==> config.mk <==
export PLATFORM = sky130hd
export DESIGN_NAME = mux4_rr_arbiter_flat
export DESIGN_NICKNAME = d
export VERILOG_FILES = /design/src/rtl/mux4_rr_arbiter_if.sv /design/src/rtl/mux4_rr_arbiter.sv /design/src/flat_wrapper.sv
export SDC_FILE = /design/constraint.sdc
export NUM_CORES = 1
export LEC_CHECK = 0
export ABC_AREA = 1
export CELL_PAD_IN_SITES_DETAIL_PLACEMENT = 0
export CELL_PAD_IN_SITES_GLOBAL_PLACEMENT = 1
export CORE_ASPECT_RATIO = 1.4
export CORE_MARGIN = 1.5
export CORE_UTILIZATION = 41
export CTS_BUF_LIST = sky130_fd_sc_hd__clkbuf_8
export DETAILED_ROUTE_END_ITERATION = 8
export HOLD_SLACK_MARGIN = 0.06
export MAX_ROUTING_LAYER = met4
export PLACE_DENSITY_LB_ADDON = 0.08
export SYNTH_ARGS = -nofsm -noshare
export SYNTH_HDL_FRONTEND = slang
export SYNTH_SLANG_ARGS = --single-unit
export TNS_END_PERCENT = 100
==> constraint.sdc <==
create_clock -name clk -period 4.76 [get_ports clk]
set_input_delay 0.714 -clock clk [delete_from_list [all_inputs] [get_ports clk]]
set_output_delay 0.714 -clock clk [all_outputs]
set_load 0.01 [all_outputs]
==> src/rtl/mux4_rr_arbiter_if.sv <==
// Shared-mux bus between four requesters and the round-robin arbiter.
// The requester side (master) drives requests and data bits; the arbiter
// side (slave) returns the one-hot grant, mux selects, busy and mux output.
`timescale 1ns/1ps

interface mux4_rr_arbiter_if;
    logic [3:0] req;
    logic [3:0] din;
    logic [3:0] grant;
    logic       s1;
    logic       s0;
    logic       busy;
    logic       w;

    modport master (
        output req, din,
        input  grant, s1, s0, busy, w
    );

    modport slave (
        input  req, din,
        output grant, s1, s0, busy, w
    );
endinterface

==> src/rtl/mux4_rr_arbiter.sv <==
// Round-robin arbiter for a shared 4-to-1 one-bit mux.
// A requester holds the mux for at most BURST consecutive cycles, after
// which priority rotates to the index just above it. Handoffs happen on
// the releasing edge, so there is no idle bubble between tenures.
`timescale 1ns/1ps

module mux4_rr_arbiter #(
    parameter int unsigned BURST = 4
) (
    input logic              clk,
    input logic              rst_n,
    mux4_rr_arbiter_if.slave bus
);

    typedef enum logic {
        IDLE  = 1'b0,
        GRANT = 1'b1
    } state_t;

    localparam logic [3:0] LAST_CNT = 4'(BURST - 1);

    state_t     state_q, state_d;
    logic [1:0] ptr_q, ptr_d;
    logic [1:0] cur_q, cur_d;
    logic [3:0] cnt_q, cnt_d;
    logic [3:0] grant_q, grant_d;
    logic [1:0] sel_q, sel_d;
    logic       busy_q, busy_d;

    logic [1:0] arb_start;
    logic       arb_found;
    logic [1:0] arb_win;
    logic       release_now;

    // First set request bit at or above 'start', wrapping modulo 4.
    function automatic logic [2:0] arbitrate(input logic [3:0] req,
                                             input logic [1:0] start);
        logic       found;
        logic [1:0] win;
        logic [1:0] idx;
        found = 1'b0;
        win   = 2'd0;
        for (int i = 0; i < 4; i++) begin
            idx = start + 2'(i);
            if (!found && req[idx]) begin
                found = 1'b1;
                win   = idx;
            end
        end
        return {found, win};
    endfunction

    // Next-state logic: arbitrate from ptr when idle, from cur+1 on release.
    always_comb begin
        // NOTE: every variable gets a default before any branch, so no path
        // leaves a value unassigned and no latch is inferred.
        state_d     = state_q;
        ptr_d       = ptr_q;
        cur_d       = cur_q;
        cnt_d       = cnt_q;
        release_now = 1'b0;
        arb_start   = (state_q == GRANT) ? cur_q + 2'd1 : ptr_q;
        {arb_found, arb_win} = arbitrate(bus.req, arb_start);

        case (state_q)
            IDLE: begin
                if (arb_found) begin
                    state_d = GRANT;
                    cur_d   = arb_win;
                    cnt_d   = 4'd0;
                end
            end
            GRANT: begin
                cnt_d       = cnt_q + 4'd1;
                release_now = !bus.req[cur_q] || (cnt_q == LAST_CNT);
                if (release_now) begin
                    ptr_d = cur_q + 2'd1;
                    cnt_d = 4'd0;
                    if (arb_found) begin
                        cur_d = arb_win;
                    end else begin
                        state_d = IDLE;
                    end
                end
            end
            default: begin
                state_d = IDLE;
            end
        endcase

        // Registered outputs are all decoded from the same next index.
        grant_d = (state_d == GRANT) ? (4'b0001 << cur_d) : 4'b0000;
        sel_d   = (state_d == GRANT) ? cur_d : 2'd0;
        busy_d  = (state_d == GRANT);
    end

    // State, pointer, counter and output registers with async reset.
    always_ff @(posedge clk or negedge rst_n) begin
        // NOTE: non-blocking assignments so every register samples the
        // pre-edge values, regardless of statement order.
        if (!rst_n) begin
            state_q <= IDLE;
            ptr_q   <= 2'd0;
            cur_q   <= 2'd0;
            cnt_q   <= 4'd0;
            grant_q <= 4'b0000;
            sel_q   <= 2'd0;
            busy_q  <= 1'b0;
        end else begin
            state_q <= state_d;
            ptr_q   <= ptr_d;
            cur_q   <= cur_d;
            cnt_q   <= cnt_d;
            grant_q <= grant_d;
            sel_q   <= sel_d;
            busy_q  <= busy_d;
        end
    end

    assign bus.grant = grant_q;
    assign bus.s1    = sel_q[1];
    assign bus.s0    = sel_q[0];
    assign bus.busy  = busy_q;

    // Shared mux output: purely combinational from din and the selects.
    assign bus.w = busy_q ? bus.din[sel_q] : 1'b0;

endmodule

==> src/flat_wrapper.sv <==
// flat-port wrapper written by rule: the top's interface ports become plain ports
module mux4_rr_arbiter_flat 
#(
    parameter int unsigned BURST = 4
)
  (clk, rst_n, bus_req, bus_din, bus_grant, bus_s1, bus_s0, bus_busy, bus_w);
  mux4_rr_arbiter_if bus_i ();
  input logic clk;
  input logic rst_n;
  input wire logic [$bits(bus_i.req)-1:0] bus_req;
  input wire logic [$bits(bus_i.din)-1:0] bus_din;
  output wire logic [$bits(bus_i.grant)-1:0] bus_grant;
  output wire logic [$bits(bus_i.s1)-1:0] bus_s1;
  output wire logic [$bits(bus_i.s0)-1:0] bus_s0;
  output wire logic [$bits(bus_i.busy)-1:0] bus_busy;
  output wire logic [$bits(bus_i.w)-1:0] bus_w;
  assign bus_i.req = bus_req;
  assign bus_i.din = bus_din;
  assign bus_grant = bus_i.grant;
  assign bus_s1 = bus_i.s1;
  assign bus_s0 = bus_i.s0;
  assign bus_busy = bus_i.busy;
  assign bus_w = bus_i.w;
  mux4_rr_arbiter #(.BURST(BURST)) u_core (.clk(clk), .rst_n(rst_n), .bus(bus_i));
endmodule
; ---- After elaboration in Yosys (flattened, before gate mapping)
; Cells that the tools add are included.
[totals]
word_cells = 63
out_inout_bits = 8
reg_bits = 15
in_bits = 10
latch_bits = 0
rom_bits = 0
mem_count = 0
ram_bits = 0
[op_classes]
n_reduce_logical = 9
n_shift = 1
n_lt_le_gt_ge = 6
eq_ne = 2
add_sub_neg = 5
bitwise_logic = 1
n_mul = 0
mux = 33
div_mod_pow = 0
[op_table]
columns = operator, count
row1 = "< comparator 2 x 3 -> 1 bit, second input constant", 6
row2 = two-way mux 2 bit, 8
row3 = two-way mux 1 bit, 13
row4 = binary-select mux 1 bit (select 2 bit), 6
row5 = two-way mux 4 bit, 3
row6 = case mux 4 bit (2 select lines), 1
row7 = "adder 2 x 1 -> 2 bit, second input constant", 2
row8 = "adder 2 bit, second input constant", 2
row9 = "adder 4 x 1 -> 4 bit, second input constant", 1
row10 = "== test 4 x 2 -> 1 bit, second input constant", 1
row11 = logical NOT 1 bit, 4
row12 = case mux 2 bit (2 select lines), 1
row13 = "<< shifter 1 x 2 -> 4 bit, first input constant", 1
row14 = logical AND 1 bit, 3
row15 = "!= test 2 x 1 -> 1 bit, second input constant", 1
row16 = case mux 1 bit (2 select lines), 1
row17 = AND reduction 2 bit, 1
row18 = logical OR 1 bit, 1
row19 = NOT 1 bit, 1

; ---- Longest topological paths before layout
; Gate-level depths: netlist of run 1.
[depth]
depth_word = 19
ltp_mapped = 17
ltp_nobuf = 16

; ---- Worst setup path before layout of run 1
; No wires, ideal clock.
[synth_path]
path_type = input to output
startpoint = input port bus_din[0]
endpoint = output port bus_w
setup_slack_ns = 2.932
arrival_ns = 1.114
n_path_buf = 0
cell_stages = 4
cell_sequence = nor2_1 -> nor2_1 -> o21ai_0 -> a21oi_1
[synth_via]
elab_chain_cells = 3
[synth_lines]
columns = element, line
row1 = start: declaration, flat_wrapper.sv:11  ; input wire logic [$bits(bus_i.din)-1:0] bus_din;
row2 = binary-select mux 1 bit (select 2 bit), mux4_rr_arbiter.sv:126  ; assign bus.w = busy_q ? bus.din[sel_q] : 1'b0;
row3 = two-way mux 1 bit (not written as such), mux4_rr_arbiter.sv:126
row4 = two-way mux 1 bit, mux4_rr_arbiter.sv:126
row5 = end: declaration, flat_wrapper.sv:16  ; output wire logic [$bits(bus_i.w)-1:0] bus_w;
; No other way between the ends. The select of a mux whose other input is x is not followed.

; ---- Worst setup path in the final report of run 1
; Same ends and word-level chain as after synthesis.

==> results of run 1 <==
-- kinds of logic after synthesis --
kind of cell    count (synthesis)  share of synthesized area, %
simple gates                   91                         42.59
buf+inv                        19                         7.663
compound gates                 17                         9.046
flops                          15                         37.69
xor+xnor                        2                         1.759
fa+ha+maj                       1                         1.256
-- layer usage --
metal / track usage [%] / wire (um)
met1: 19.93 / 911
met3: 2.639 / 40
met2: 38.92 / 1271
met5: - / 0
met4: 11.69 / 52
-- layout make-up --
| cell class | instances | share of cell area (%) |
|---|---|---|
| clock buffers | 3 | 3.367 |
| clock inverters | 1 | 0.3061 |
| inverters | 17 | 5.204 |
| multi-input cells | 111 | 44.39 |
| flip-flops and latches | 15 | 30.61 |
| well taps | 22 | 2.245 |
| repair buffers | 17 | 13.88 |
-- power by group --
group	internal (mW)	leakage [nW]	switching, mW	total (mW)
registers	0.184	0.188	0.0441	0.228
logic	0.233	0.420	0.410	0.643
clock network	0.0570	0.0269	0.0400	0.0970
-- registers in the layout, indices dropped and copies added (netlist names) --
| name | flops |
|---|---|
| u_core.bus.grant | 4 |
| u_core.cnt_q | 4 |
| u_core.cur_q | 2 |
| u_core.ptr_q | 2 |
| u_core.sel_q | 2 |
| u_core.state_q | 1 |
-- tightest hold or removal path, delay by kind of cell, from the launching register on --
kind / cells / cell delay (ns)
flops: 1 / 0.37
compound gates: 1 / 0.07
simple gates: 1 / 0.06
-- layout by cell type, fill, tap and decap left out --
cell / count
nand2_1: 53
and2_4: 1
dfrtp_1: 15
o21ai_1: 2
nand3_2: 2
nand4_4: 1
ha_1: 1
o21ai_0: 8
nand3b_1: 1
xor2_1: 1
or2_2: 1
xnor2_1: 1
o21a_1: 1
inv_2: 2
clkbuf_8: 3
nor2_4: 1
o22ai_1: 2
clkdlybuf4s50_1: 17
nand2_2: 6
a21oi_1: 4
nor2_1: 10
nand3_1: 15
inv_1: 16
-- final timing paths --
check / startpoint / endpoint / slack (ns)
max in group asynchronous: rst_n / u_core.ptr_q[0] / 3.49
worst min register to register: u_core.ptr_q[0] / u_core.ptr_q[0] / 0.53
worst max-delay path: bus_din[0] / bus_w / 1.97
worst max register to register: u_core.state_q / u_core.sel_q[0] / 2.49
min in group asynchronous: rst_n / u_core.bus.grant[0] / 0.86
worst min-delay path: u_core.ptr_q[0] / u_core.ptr_q[0] / 0.53
-- per-stage QoR --
step | util (%) | area (sq um) | total power, mW
floorplan | - | 996.0 | 0.7080
CTS | 55.06 | 1226 | 0.9782
global placement | 53.03 | 1181 | 0.8593
finish | 55.06 | 1226 | 0.9677
detailed placement | 53.03 | 1181 | 0.8749
global route | 55.06 | 1226 | 1.078
==> impl_metrics.tcl, run 1 <==
set metrics [dict create \
    status "finished, final reports clean" \
    htree_num_levels 1 \
    synth.most_common_cell "nand2_1" \
    die_h_um 61.32 \
    p_per_area_mw_per_mm2 789.2 \
    yosys_warnings 0 \
    setup_ws_ns 1.970 \
    start_util_pct 44.72 \
    n_antenna_cell 0 \
    antenna_found_initial 0 \
    fmax_ghz 0.3584 \
    netlist_area_sq_um 996.0 \
    gp_congestion 0.7661 \
    grt-ovfl-total 0 \
    dp_hpwl_mm 1.882 \
    yosys.cell_types.count 23 \
    setup_violations 0 \
    wl_mm 2.275 \
    worst_ep_required_time_ns 4.05 \
    synthToLayoutAreaGrowth_pct 23.12 \
    cp_slowest_stage_delay_ns 0.55 \
    seqCellArea_sq_um 375.4 \
    cp.arrival_ns 2.08 \
    ys.flop_type "dfrtp_1" \
    drive_gt1_share_pct 10.37 \
    p_leak_nw 0.6353 \
    path_clk_slew_ns 0.05 \
    crit_slowest_cell "clkdlybuf4s50_1" \
    num-fill-cells 229 \
    cts_resized 0 \
    coreArea_sq_mm 0.002227 \
    critPathMaxFanout 1 \
    final.period_utilization_pct 58.61 \
    grt_max_degree 16 \
    pre_cts_slack_ns 1.976 \
    post_cts_buffers 0 \
    final_cells 186 \
    hold_buffers 0 \
    grt_pass1_vias 939 \
    syn_nets 156 \
    worst_slew_pin_slew_ns 0.6601 \
    worst_setup_path_start_kind "input pin" \
    yosysSeqAreaShare_pct 37.69 \
    synth-edff-count 0 \
    drt.antenna.violating_nets 0 \
    fin_tns_setup_ns 0 \
    placed_cells 182 \
    drt_iter0_drc 22 \
    synth_area_leaders "dfrtp_1 38%, nand2_1 20%, nand3_1 7.5%" \
    route.vias.total 938 \
    setup.worst_path.end_class "output port" \
    reg2reg_depth 12 \
    synthCells 145 \
    slew_headroom_pct 55.70 \
    hold_depth 2 \
    rsz0062_at_grt "false" \
    min_period_ns 2.790 \
    drtPass1Iterations 4 \
    avgSynthCellArea_sq_um 6.869 \
    cts_buffer_depth 2 \
    crit_buf_inv 2 \
    clkLatencyLatePin_ns 0.24 \
    hold_viol_final 0 \
    critical_path.cell_chain "clkdlybuf4s50_1, nor2_1, nor2_1, o21ai_0, a21oi_1, clkdlybuf4s50_1" \
    synth_top_area_share_pct 37.69 \
    hold_slack_ns 0.5310 \
    die_x_um 44.66 \
    crit_cells 6 \
    dieArea_sq_mm 0.002738 \
    worstSetupPathType "in -> out" \
    cts_tree "built" \
    vdd_drop_max_uv 445.9 \
    clock-sinks 15 \
    grt_usage_pct 20.79 \
    synth_area_leader_cell "dfrtp_1" \
    routed_via_density 5.043 \
    finalNetCount 176 \
    multi_input_comb_area_sq_um 544.3 \
    drv_slew 0 \
    drc 0 \
    port_buffers 17 \
    hold_path.class "reg -> reg" \
    root_buffer "clkbuf_8" \
    skew_ns 0.002269 \
    ys_async_sr_fraction_pct 100.0 \
    numCtsBuffers 3 \
    synth_seq_cells 15 \
    grt_first_pass_wirelength_mm 3.898 \
    worst_path_dominant_cell_family "buffers and inverters" \
    rows 20 \
    io_pins 18 \
    maxCapViolations 0 \
    avgRoutedWirePerCell_um 12.23 \
    ys_top_cells_by_count "53 x nand2_1, 15 x dfrtp_1, 15 x inv_1, 15 x nand3_1, 10 x nor2_1" \
]
Power figures use the tool's default switching activity.
==> run 2, diff against run 1 <==
CORE_UTILIZATION = 38   (was 41)
clock period = 2.6 ns   (was 4.76 ns; I/O delays follow)
==> run 2 against run 1 <==
- flip-flop and latch count stayed put
- clock skew fell by 0.0012 ns
- worst setup slack got worse by 1.5 ns
==> impl_metrics.tcl, run 2 (same netlist as run 1, synthesis figures left out) <==
set metrics [dict create \
    status "finished, final reports clean" \
    grt_first_pass_wirelength_mm 3.870 \
    slew_headroom_pct 56.61 \
    p_per_area_mw_per_mm2 1419 \
    final.period_utilization_pct 81.56 \
    synthToLayoutAreaGrowth_pct 25.38 \
    dp_hpwl_mm 1.798 \
    gp_congestion 0.8020 \
    worstSetupEndpoint "bus_w" \
    htree_num_levels 1 \
    post_cts_buffers 0 \
    worst_setup_path_start_kind "input pin" \
    hold_path.class "reg -> reg" \
    route.vias.total 944 \
    critPathMaxFanout 1 \
    routed_via_density 4.744 \
    setup_violations 0 \
    root_buffer "clkbuf_8" \
    reg2reg_slack_ns 0.57 \
    antenna_found_initial 0 \
    total_power_mw 1.772 \
    avgRoutedWirePerCell_um 10.89 \
    maxCapViolations 0 \
    final_common_cell "nand2_1" \
    placed_cells 195 \
    coreArea_sq_mm 0.002444 \
    die_x_um 46.27 \
    start_util_pct 40.76 \
    path_clk_slew_ns 0.06 \
    io_pins 18 \
    drc 0 \
    drive_gt1_share_pct 10.91 \
    seqCellArea_sq_um 375.4 \
    hold_viol_final 0 \
    num-fill-cells 261 \
    worst_slew_pin_slew_ns 0.6488 \
    skew_ns 0.001083 \
    rr_endpoint "u_core.sel_q[0]" \
    finalNetCount 177 \
    drv_slew 0 \
    reg2reg_from "u_core.state_q" \
    p_leak_nw 0.6401 \
    clock-sinks 15 \
    rows 21 \
    cp.arrival_ns 1.73 \
    layout_common_cells "53 x nand2_1, 17 x clkdlybuf4s50_1, 16 x inv_1" \
    fin_tns_setup_ns 0 \
    worst_ep_required_time_ns 2.21 \
    reg2reg_depth 15 \
    die_h_um 63.58 \
    port_buffers 17 \
    wl_mm 2.167 \
    fmax_ghz 0.4716 \
    cp-startpoint "bus_din[0]" \
    drt.antenna.violating_nets 0 \
    multi_input_comb_area_sq_um 544.3 \
    vdd_drop_max_uv 884.1 \
    cts_buffer_depth 2 \
    n_antenna_cell 0 \
    clkLatencyLatePin_ns 0.24 \
    hold_buffers 0 \
    cts_tree "built" \
    cts_resized 0 \
    rsz0062_at_grt "false" \
    numCtsBuffers 3 \
    min_period_ns 2.121 \
    grt_max_degree 16 \
    drt_iter0_drc 42 \
    final_cells 199 \
    grt-ovfl-total 0 \
    dieArea_sq_mm 0.002941 \
    setup.worst_path.end_class "output port" \
    drtPass1Iterations 4 \
    grt_pass1_vias 926 \
    worstSetupPathType "in -> out" \
    grt_usage_pct 17.80 \
]
-- run 2: worst min-delay path by stage --
stage,startpoint,slack (ns),depth (start not counted),to
floorplan,rst_n,0.09,0,u_core.bus.grant[0]
global placement,u_core.ptr_q[0],0.49,2,u_core.ptr_q[0]
detailed placement,u_core.ptr_q[0],0.50,2,u_core.ptr_q[0]
CTS,u_core.ptr_q[0],0.51,2,u_core.ptr_q[0]
global route,u_core.ptr_q[0],0.55,2,u_core.ptr_q[0]
finish,u_core.ptr_q[0],0.51,2,u_core.ptr_q[0]
-- run 2: metrics by stage --
stage	hold WS, ns	setup slack (ns)	utilization [%]	area [sq um]
floorplan	0.09441	0.8056	-	996.0
global placement	0.4928	0.4868	49.26	1204
detailed placement	0.4990	0.4784	49.26	1204
CTS	0.5136	0.4628	51.10	1249
global route	0.5470	0.3421	51.10	1249
finish	0.5073	0.4794	51.10	1249
-- run 2: metal layers --
layer | global-route usage (%) | vias to the layer above | wire length [um]
met2 | 31.42 | 13 | 1213
met5 | - | - | 0
met3 | 1.719 | 2 | 37
met1 | 20.07 | 430 | 897
met4 | 5.357 | 0 | 17
li1 | - | 499 | -
-- run 2: layout make-up --
cell class,count,share of cell area (%)
Clock buffer,3,3.307
Clock inverter,1,0.3006
Inverter,17,5.110
Multi-Input combinational cell,111,43.59
Sequential cell,15,30.06
Tap cell,34,3.407
Timing Repair Buffer,18,14.23
-- run 2: power breakdown --
group	leakage (nW)	switching, mW	internal [mW]	total (mW)
Clock	0.0269	0.0698	0.104	0.174
Sequential	0.188	0.0753	0.336	0.412
Combinational	0.425	0.749	0.438	1.19
-- run 2: worst max-delay path, cell delays in order --
cell and delay (ns):
clkdlybuf4s50_1 0.45, nor2_1 0.04, nor2_1 0.07, o21ai_0 0.08, a21oi_1 0.14, clkdlybuf4s50_1 0.55
